--- src/rtl/mem_port_arbiter_pkg.sv ---
// Shared types and default sizing for the SDRAM port arbiter.
package mem_arb_pkg;

    localparam int MEM_NCH  = 4;
    localparam int MEM_AW   = 22;
    localparam int MEM_DW   = 8;
    localparam int MEM_SLOT = 4;

    typedef enum logic [1:0] {INIT, IDLE, RUN} state_t;
    typedef enum logic [1:0] {OP_RD, OP_WR, OP_REF} op_t;

    function automatic op_t op_of(input logic we);
        return we ? OP_WR : OP_RD;
    endfunction

endpackage

--- src/rtl/mem_port_arbiter_if.sv ---
// Request-side bundle: per-channel handshakes plus the refresh handshake.
interface mem_port_arbiter_if
    import mem_arb_pkg::*;
#(
    parameter int NCH = MEM_NCH,
    parameter int AW  = MEM_AW,
    parameter int DW  = MEM_DW
);

    logic [NCH-1:0]    req;
    logic [NCH-1:0]    we;
    logic [NCH*AW-1:0] addr;
    logic [NCH*DW-1:0] din;
    logic [NCH-1:0]    ack;
    logic [NCH*DW-1:0] dout;
    logic [NCH-1:0]    valid;
    logic              refresh_req;
    logic              refresh_ack;

    modport master (
        output req, we, addr, din, refresh_req,
        input  ack, dout, valid, refresh_ack
    );

    modport slave (
        input  req, we, addr, din, refresh_req,
        output ack, dout, valid, refresh_ack
    );

endinterface

--- src/rtl/mem_port_arbiter_rr.sv ---
// Combinational round-robin picker: first requesting channel at or after rr_ptr.
module rr_arbiter #(
    parameter int NCH = 4
) (
    input  logic [NCH-1:0]         req,
    input  logic [$clog2(NCH)-1:0] rr_ptr,
    output logic [NCH-1:0]         grant,
    output logic                   any
);

    localparam int PW = $clog2(NCH);

    logic [PW-1:0] idx;
    logic          found;

    always_comb begin
        grant = '0;
        found = 1'b0;
        idx   = '0;
        for (int k = 0; k < NCH; k++) begin
            idx = PW'((int'(rr_ptr) + k) % NCH);
            if (!found && req[idx]) begin
                grant[idx] = 1'b1;
                found      = 1'b1;
            end
        end
    end

    assign any = |req;

endmodule

--- src/rtl/mem_port_arbiter.sv ---
// Shares the single-command SDRAM driver between NCH request channels; refresh wins.
module mem_port_arbiter
    import mem_arb_pkg::*;
#(
    parameter int NCH  = MEM_NCH,
    parameter int AW   = MEM_AW,
    parameter int DW   = MEM_DW,
    parameter int SLOT = MEM_SLOT
) (
    input  logic              clk,
    input  logic              resetn,
    mem_port_arbiter_if.slave chan,
    output logic [AW:0]       mem_addr,
    output logic              mem_rd,
    output logic              mem_wr,
    output logic              mem_refresh,
    output logic [DW-1:0]     mem_din,
    input  logic [DW-1:0]     mem_dout,
    input  logic              mem_busy,
    input  logic              mem_data_ready,
    output logic              fail,
    output logic              busy
);

    localparam int PW = $clog2(NCH);
    localparam int CW = $clog2(SLOT + 1);

    state_t            state, next_state;
    op_t               cur_op;
    logic [PW-1:0]     rr_ptr, cur_ch, gnt_idx;
    logic [CW-1:0]     cnt;
    logic              turnaround;
    logic [NCH-1:0]    grant;
    logic              any_req;
    logic [AW-1:0]     sel_addr;
    logic [DW-1:0]     sel_din;
    logic              sel_we;
    logic              do_refresh, do_grant, slot_end;
    logic [NCH-1:0]    ack_r, valid_r;
    logic [NCH*DW-1:0] dout_r;
    logic              refresh_ack_r;

    rr_arbiter #(.NCH(NCH)) u_rr (
        .req    (chan.req),
        .rr_ptr (rr_ptr),
        .grant  (grant),
        .any    (any_req)
    );

    always_ff @(posedge clk) begin
        if (!resetn) state <= INIT;
        else         state <= next_state;
    end

    always_comb begin
        next_state = state;
        unique case (state)
            INIT:    if (!mem_busy) next_state = IDLE;
            IDLE:    if (do_refresh || do_grant) next_state = RUN;
            RUN:     if (slot_end) next_state = IDLE;
            default: next_state = INIT;
        endcase
    end

    // The first IDLE cycle after a slot is a turnaround gap for the driver,
    // giving one operation per SLOT+2 cycles.
    always_comb begin
        do_refresh = (state == IDLE) && !turnaround && chan.refresh_req;
        do_grant   = (state == IDLE) && !turnaround && !chan.refresh_req && any_req;
        slot_end   = (state == RUN) && (cnt == CW'(SLOT));
        busy       = (state != IDLE);
    end

    always_comb begin
        gnt_idx  = '0;
        sel_addr = '0;
        sel_din  = '0;
        sel_we   = 1'b0;
        for (int i = 0; i < NCH; i++) begin
            if (grant[i]) begin
                gnt_idx  = PW'(i);
                sel_addr = chan.addr[i*AW +: AW];
                sel_din  = chan.din[i*DW +: DW];
                sel_we   = chan.we[i];
            end
        end
    end

    always_ff @(posedge clk) begin
        if (!resetn) begin
            cnt        <= '0;
            rr_ptr     <= '0;
            cur_ch     <= '0;
            cur_op     <= OP_RD;
            turnaround <= 1'b0;
        end else begin
            turnaround <= slot_end;
            if (do_refresh) begin
                cur_op <= OP_REF;
                cnt    <= CW'(1);
            end else if (do_grant) begin
                cur_ch <= gnt_idx;
                cur_op <= op_of(sel_we);
                cnt    <= CW'(1);
                rr_ptr <= (gnt_idx == PW'(NCH - 1)) ? '0 : gnt_idx + 1'b1;
            end else if (state == RUN && !slot_end) begin
                cnt <= cnt + 1'b1;
            end
        end
    end

    always_ff @(posedge clk) begin
        if (!resetn) begin
            ack_r         <= '0;
            refresh_ack_r <= 1'b0;
            valid_r       <= '0;
            dout_r        <= '0;
            mem_rd        <= 1'b0;
            mem_wr        <= 1'b0;
            mem_refresh   <= 1'b0;
            mem_addr      <= '0;
            mem_din       <= '0;
            fail          <= 1'b0;
        end else begin
            ack_r         <= '0;
            refresh_ack_r <= 1'b0;
            valid_r       <= '0;
            mem_rd        <= 1'b0;
            mem_wr        <= 1'b0;
            mem_refresh   <= 1'b0;
            if (do_refresh) begin
                mem_refresh   <= 1'b1;
                refresh_ack_r <= 1'b1;
            end
            if (do_grant) begin
                ack_r    <= grant;
                mem_rd   <= !sel_we;
                mem_wr   <= sel_we;
                mem_addr <= {1'b0, sel_addr};
                mem_din  <= sel_din;
            end
            // A late data-ready still delivers the sampled byte but latches the error.
            if (slot_end && cur_op == OP_RD) begin
                valid_r[cur_ch] <= 1'b1;
                for (int i = 0; i < NCH; i++) begin
                    if (cur_ch == PW'(i)) dout_r[i*DW +: DW] <= mem_dout;
                end
                if (!mem_data_ready) fail <= 1'b1;
            end
        end
    end

    assign chan.ack         = ack_r;
    assign chan.valid       = valid_r;
    assign chan.dout        = dout_r;
    assign chan.refresh_ack = refresh_ack_r;

endmodule

--- src/flat_wrapper.sv ---
// flat-port wrapper written by rule: the top's interface ports become plain ports
module mem_port_arbiter_flat import mem_arb_pkg::*;
#(
    parameter int NCH  = MEM_NCH,
    parameter int AW   = MEM_AW,
    parameter int DW   = MEM_DW,
    parameter int SLOT = MEM_SLOT
)
  (clk, resetn, mem_addr, mem_rd, mem_wr, mem_refresh, mem_din, mem_dout, mem_busy, mem_data_ready, fail, busy, chan_req, chan_we, chan_addr, chan_din, chan_refresh_req, chan_ack, chan_dout, chan_valid, chan_refresh_ack);
  mem_port_arbiter_if #(.NCH(NCH), .AW(AW), .DW(DW)) chan_i ();
  input  logic clk;
  input  logic resetn;
  output logic [AW:0] mem_addr;
  output logic mem_rd;
  output logic mem_wr;
  output logic mem_refresh;
  output logic [DW-1:0] mem_din;
  input  logic [DW-1:0] mem_dout;
  input  logic mem_busy;
  input  logic mem_data_ready;
  output logic fail;
  output logic busy;
  input wire logic [$bits(chan_i.req)-1:0] chan_req;
  input wire logic [$bits(chan_i.we)-1:0] chan_we;
  input wire logic [$bits(chan_i.addr)-1:0] chan_addr;
  input wire logic [$bits(chan_i.din)-1:0] chan_din;
  input wire logic [$bits(chan_i.refresh_req)-1:0] chan_refresh_req;
  output wire logic [$bits(chan_i.ack)-1:0] chan_ack;
  output wire logic [$bits(chan_i.dout)-1:0] chan_dout;
  output wire logic [$bits(chan_i.valid)-1:0] chan_valid;
  output wire logic [$bits(chan_i.refresh_ack)-1:0] chan_refresh_ack;
  assign chan_i.req = chan_req;
  assign chan_i.we = chan_we;
  assign chan_i.addr = chan_addr;
  assign chan_i.din = chan_din;
  assign chan_i.refresh_req = chan_refresh_req;
  assign chan_ack = chan_i.ack;
  assign chan_dout = chan_i.dout;
  assign chan_valid = chan_i.valid;
  assign chan_refresh_ack = chan_i.refresh_ack;
  mem_port_arbiter #(.NCH(NCH), .AW(AW), .DW(DW), .SLOT(SLOT)) u_core (.clk(clk), .resetn(resetn), .chan(chan_i), .mem_addr(mem_addr), .mem_rd(mem_rd), .mem_wr(mem_wr), .mem_refresh(mem_refresh), .mem_din(mem_din), .mem_dout(mem_dout), .mem_busy(mem_busy), .mem_data_ready(mem_data_ready), .fail(fail), .busy(busy));
endmodule
--- config.mk ---
export PLATFORM = sky130hd
export DESIGN_NAME = mem_port_arbiter_flat
export DESIGN_NICKNAME = d
export VERILOG_FILES = /design/src/rtl/mem_port_arbiter_pkg.sv /design/src/rtl/mem_port_arbiter_if.sv /design/src/rtl/mem_port_arbiter_rr.sv /design/src/rtl/mem_port_arbiter.sv /design/src/flat_wrapper.sv
export SDC_FILE = /design/constraint.sdc
export NUM_CORES = 1
export LEC_CHECK = 0
export ABC_CLOCK_PERIOD_IN_PS = 9220
export BUFFER_PORTS_ARGS = -buffer_cell sky130_fd_sc_hd__buf_2
export CAP_MARGIN = 15
export CORE_MARGIN = 10
export CORE_UTILIZATION = 35
export DETAILED_ROUTE_END_ITERATION = 8
export HOLD_SLACK_MARGIN = 0.08
export SLEW_MARGIN = 20
export SYNTH_ARGS = -nofsm -noshare
export SYNTH_HDL_FRONTEND = slang
export SYNTH_SLANG_ARGS = --single-unit
--- constraint.sdc ---
create_clock -name clk -period 9.22 [get_ports clk]
set_input_delay 1.383 -clock clk [delete_from_list [all_inputs] [get_ports clk]]
set_output_delay 1.383 -clock clk [all_outputs]
set_load 0.01 [all_outputs]
---- Word level (Yosys, flattened, before mapping) ----
Index checks and enable logic that the tools add are counted.
storage, ports and cells
  flip-flop bits (word level) ............. 86
  bits of input ports ..................... 141
  logic and storage cells ................. 144
cells by class
  add/sub/neg operators ................... 5
  magnitude comparators ................... 10
  equal/unequal tests ..................... 11
  muxes and demuxes ....................... 52
  bitwise operators ....................... 6
  reduce and logical (&&, ||, !) cells .... 40
operators with widths
  cell                                                    count
  2-to-1 mux 22 bit                                       4
  2-to-1 mux 8 bit                                        4
  2-to-1 mux 1 bit                                        22
  2-to-1 mux 2 bit                                        8
  2-to-1 mux 4 bit                                        4
  AND reduction 2 bit                                     8
  logical AND 1 bit                                       15
  < comparator 2 x 3 -> 1 bit (second input constant)     5
  OR 4 bit                                                3
  demux 1 bit (select 2 bit)                              5
  >= comparator 2 x 1 -> 1 bit (second input constant)    5
  binary-select mux 1 bit (select 2 bit)                  4
  equality test 2 bit (second input constant)             4
  logical NOT 1 bit                                       7
  logical NOT 2 bit                                       3
  inequality test 2 x 1 -> 1 bit (second input constant)  3
  case mux 2 bit (3 select lines)                         1
  adder 2 x 1 -> 2 bit (second input constant)            2
  adder 2 bit (second input constant)                     2
  equality test 2 x 1 -> 1 bit (second input constant)    2
  OR reduction 4 bit                                      1
  adder 3 x 1 -> 3 bit (second input constant)            1
  equality test 3 bit (second input constant)             1
  inverter 1 bit                                          3
  7 further kinds                                         7

---- Logic depth before layout (Yosys ltp) ----
  depth in word-level cells ............... 19
  mapped depth ............................ 11
  gate-level depth less buffers ........... 8

---- By module ----
From an unflattened synthesis, not the netlist that was laid out.
unflattened totals
  cells, all modules ...................... 439
  area, all modules ....................... 4274.1 um^2
by module, submodules not included
  module            instances  cells an instance  area an instance (um^2)  seq. area each (um^2)
  mem_port_arbiter  1          402                3928.8                   1721.7
  rr_arbiter        1          37                 345.3                    0.0

---- Least setup slack after synthesis ----
No wires, ideal clock.
  path type ............................... input -> register
  start point ............................. input chan_req[3]
  end point ............................... register u_core.mem_addr[10]
  library setup time ...................... 128 ps
  data arrival time ....................... 3273 ps
  path slack .............................. 5819 ps
  stages on the path ...................... 8
  path buffers ............................ 2
  cells stage by stage .................... mux4_2 -> or2_1 -> o311a_1 -> buf_2 -> buf_2 -> o211a_1 -> a311oi_1 -> o21ai_1
on the way
  longest elaborated chain between the ends .. 16
RTL lines
  what                                    RTL line                   RTL
  from (decl)                             flat_wrapper.sv:23         input wire logic [$bits(chan_i.req)-1:0] chan_req;
  binary-select mux 1 bit (select 2 bit)  mem_port_arbiter_rr.sv:22  if (!found && req[idx]) begin
  2-to-1 mux 1 bit (not written as such)  mem_port_arbiter_rr.sv:22
  2-to-1 mux 1 bit                        mem_port_arbiter_rr.sv:22
  logical NOT 1 bit                       mem_port_arbiter_rr.sv:22
  logical AND 1 bit                       mem_port_arbiter_rr.sv:22
  2-to-1 mux 1 bit                        mem_port_arbiter_rr.sv:22
  logical NOT 1 bit                       mem_port_arbiter_rr.sv:22
  logical AND 1 bit                       mem_port_arbiter_rr.sv:22
  2-to-1 mux 1 bit                        mem_port_arbiter_rr.sv:22
  logical NOT 1 bit                       mem_port_arbiter_rr.sv:22
  logical AND 1 bit                       mem_port_arbiter_rr.sv:22
  2-to-1 mux 4 bit                        mem_port_arbiter_rr.sv:22
  2-to-1 mux 22 bit (4 in a row)          mem_port_arbiter.sv:80     if (grant[i]) begin
  to (signal assigned)                    mem_port_arbiter.sv:139    mem_addr <= {1'b0, sel_addr};
  to (decl)                               mem_port_arbiter.sv:13     output logic [AW:0] mem_addr,
Parallel ways exist; a longest one is shown, timed or not. The select of a mux whose other input is x is not followed.
A chain may end at the register's enable or synchronous reset.

---- Worst setup path after layout ----
  start point ............................. input chan_refresh_req
  end point ............................... register u_core.mem_wr
on the way
  longest elaborated chain between the ends .. 4
RTL lines
  what                                  RTL line                 RTL
  from (decl)                           flat_wrapper.sv:27       input wire logic [$bits(chan_i.refresh_req)-1:0] chan_refresh_req;
  logical NOT 1 bit                     mem_port_arbiter.sv:69   do_grant = (state == IDLE) && !turnaround && !chan.refresh_req && any_req;
  logical AND 1 bit (2 in a row)        mem_port_arbiter.sv:69
  AND reduction 2 bit (no source line)  -
  to (signal assigned)                  mem_port_arbiter.sv:138  mem_wr <= sel_we;
  to (decl)                             mem_port_arbiter.sv:15   output logic mem_wr,
Every way passes these cells.

==> summary.md <==
| Metric | Value |
|---|---|
| Status | `completed` |
| Static leakage | `2.97 nW` |
| Layout Skew | `0.0112 ns` |
| Fin crit period | `3.93 ns` |
| Critical Path Fanout Max | `21` |
| Final Hold Vio Count | `0` |
| Placed Cells incl. Taps | `837` |
| Synth Instances | `486` |
| Non-Filler Instances | `853` |
| Root Driver | `clkbuf_16` |
| Slowest cell on crit path | `nand3_1` |
| Simple-Gate Fraction of Synth Area | `17.0%` |
| Mux cell area share after synthesis | `8.72%` |
| Peak Freq | `254 MHz` |
| Hold Path Sink | `u_core.chan.dout[20]` |
| Pre-Repair DR Iteration Count | `5` |
| Post-synth EDFFs | `0` |
| Seq/Total Area, Yosys | `39.1%` |
| Die Y | `132 um` |
| R2r endpoint | `u_core.mem_addr[17]` |
| DRT iter0 DRCs | `363` |
| Yosys warnings | `0` |
| CTS max path bufs | `2` |
| HP Class | `reg2reg` |
| Yosys cell types | `57` |
| Worst flop-to-flop path startpoint | `u_core.rr_ptr[0]` |
| Vias per inst | `5.26` |
| Gp weighted congestion | `0.829` |
| Via count | `4487` |
| Largest family of logic cells by synthesized area | `compound AO/OA/AOI/OAI gates` |
| Top-area cell type share of the netlist area | `39.1%` |
| Vias in the first global route | `4606` |
| Worst stage delay on the critical path | `0.87 ns` |
| Synth Net Count | `635` |
| Overflow after GRT | `0` |
| Port Buf Inserts | `216` |
| Inserted Diodes | `0` |
| Total die area | `0.0175 sq mm` |
| Initial Utilization | `36.2%` |
| Core area | `0.0122 sq mm` |
| Worst reg2reg path depth | `8` |
| Tcrit/Tclk final | `42.7%` |
| Core Util, Final | `48.1%` |
| H-tree lvl count | `3` |
| Io pins | `218` |
| CP endpoint kind | `register` |
| Cts hold-fix bufs | `0` |
| Count of pins over their slew limit | `0` |
| Clock-pin slew on the worst setup and hold paths | `0.07 ns` |
| # DRC | `0` |
| Total CTS buffers | `9` |
| CP Cell Sequence | `buf_2 -> or4b_2 -> nor3_2 -> nand3_1 -> nor2b_1 -> a22o_1` |
| Avg WL per Cell | `19.3 um` |
| Critical path type | `in2reg` |
| Area contributors post-synth | `dfxtp_1 (39%), mux2i_1 (5.9%), o211a_1 (4.3%)` |
| Cell accounting for the most synthesized area | `dfxtp_1` |
| Post-Synthesis Cell Area | `0.00440 sq mm` |
| Async set-reset flop share out of synthesis | `0%` |
| FF+latch count, synth | `86` |
| Nets | `829` |
| Rows | `40` |
| Startpoint types | `input pin` |
| Post-DP HPWL | `12800 um` |
| Clk_lat worst skew | `0.35 ns` |
| GRT Util Overall | `17.9%` |
| Final wirelength | `16400 um` |
| Post-CTS resize count | `0` |
| Worst Path Arrival | `4.23 ns` |
| Max_cap viols | `0` |
| Primary FF master, synth | `dfxtp_1` |
| VDD IR max | `0.115 mV` |
| Largest net degree at the start of global routing | `52` |
| Pwr dens | `177 mW/mm^2` |
| Hold Path Cell Cnt | `2` |
| Top cells by count, synth | `dfxtp_1 (86), nand2_1 (44), nor2_1 (41), mux2i_1 (26), clkbuf_1 (23)` |
| Post-synthesis xor/xnor area fraction | `0.398%` |
| Critical Path RT | `9.51 ns` |
| Slew HR | `27.3%` |
| Power, Total | `1.04 mW` |
| Syn-to-layout area delta | `32.7%` |
| Setup bufs post-CTS | `0` |
| First-pass GRT wire length | `25200 um` |
| Share of layout cells above drive strength 1 | `38.2%` |
| Slew @ Worst Pin | `1.09 ns` |
| # fillers | `1222` |
| Synth Area in Compound Gates | `26.6%` |
| Hold path start | `u_core.chan.dout[20]` |
| Final setup viols | `0` |
| Clk sink count | `86` |
| Initial antenna violation count | `1` |
| Die width | `132 um` |
| CTS tree | `yes` |
| Crit path from | `chan_refresh_req` |
| Reg2Reg Setup Slack | `5.30 ns` |
| Post-Synth Adder-Cell Area | `2.27%` |
| Setup TNS | `0 ns` |
| Post-Syn Area per Cell | `9.06 sq um` |
| Count leader, synth | `dfxtp_1` |
| Post-route ant nets | `0` |
| RSZ-0062 raised after global routing | `false` |
-- where the power goes --
group          internal (mW)  switching, mW  total [mW]  leakage (nW)
sequential             0.389         0.0133       0.402         0.695
clock                  0.187          0.161       0.348         0.132
combinational          0.126          0.159       0.285          2.14
-- cell families (layout without fill, tap and decap cells) --
kind of cell	after synthesis	count (layout)
AND/OR/NAND/NOR	152	152
adder cells (fa/ha/maj)	8	8
XOR/XNOR	2	2
buffers and inverters	55	254
AO/OA/AOI/OAI	149	149
multiplexers	33	33
other	1	1
flip-flops	86	86
-- layout by cell type (no fill, tap or decap), drive strengths merged, types with 13 or more instances in the layout --
cell,netlist,layout
a21oi,15,15
a22oi,21,21
a311oi,18,18
and2,22,22
and3,13,13
buf,15,221
dfxtp,86,86
inv,16,20
mux2i,26,26
nand2,44,44
nor2,42,42
o211a,19,19
o21ai,34,34
-- critical path, delay by kind of cell --
family	cells	cell delay (ns)
simple gates	4	2.57
compound gates	1	0.16
buf+inv	1	0.11
-- state kept, by name, indices dropped and copies added, names as in the netlist --
signal	count
u_core.cur_op	2
u_core.chan.refresh_ack	1
u_core.mem_addr	22
u_core.rr_ptr	2
u_core.chan.valid	4
u_core.mem_din	8
u_core.chan.dout	32
u_core.cur_ch	2
u_core.state	2
u_core.chan.ack	4
u_core.mem_rd	1
u_core.turnaround	1
u_core.fail	1
u_core.cnt	3
u_core.mem_wr	1
-- worst max path at each step --
stage / end / slack (ns) / depth (start not counted)
after global placement: u_core.mem_rd / 4.93 / 7
after global routing: u_core.mem_addr[11] / 5.05 / 8
final: u_core.mem_wr / 5.29 / 6
after CTS: u_core.mem_wr / 5.30 / 6
after detailed placement: u_core.mem_wr / 4.95 / 6
after floorplan: u_core.mem_addr[10] / 5.82 / 8
-- layer usage --
| metal | track usage, % | wire length (um) | part of all wire, % | up-vias |
|---|---|---|---|---|
| met2 | 31.2 | 8080 | 49 | 187 |
| met1 | 20.5 | 6830 | 42 | 2118 |
| li1 | - | - | - | 2165 |
| met5 | 0 | 0 | 0 | - |
| met3 | 5.72 | 1310 | 7.9 | 17 |
| met4 | 4.65 | 227 | 1.4 | 0 |
-- final cells by class --
cell class / count / area (sq um) / share of cell area, %
timing repair buffer: 221 / 1130 / 19.3
clock buffer: 10 / 229 / 3.92
inverter: 17 / 63.8 / 1.09
clock inverter: 6 / 52.6 / 0.899
sequential: 86 / 1720 / 29.5
tap: 168 / 210 / 3.60
multi-input combinational: 345 / 2440 / 41.8
-- through the flow --
stage | instance area, sq um | worst slack [ns] | hold WS (ns)
2_1_floorplan | 4400 | 5.82 | 0.443
3_3_place_gp | 5540 | 4.93 | 0.437
3_5_place_dp | 5560 | 4.95 | 0.448
4_1_cts | 5840 | 5.30 | 0.458
5_1_grt | 5840 | 5.05 | 0.479
6_report | 5840 | 5.29 | 0.457
No activity file was read; power rests on OpenSTA's default activity.
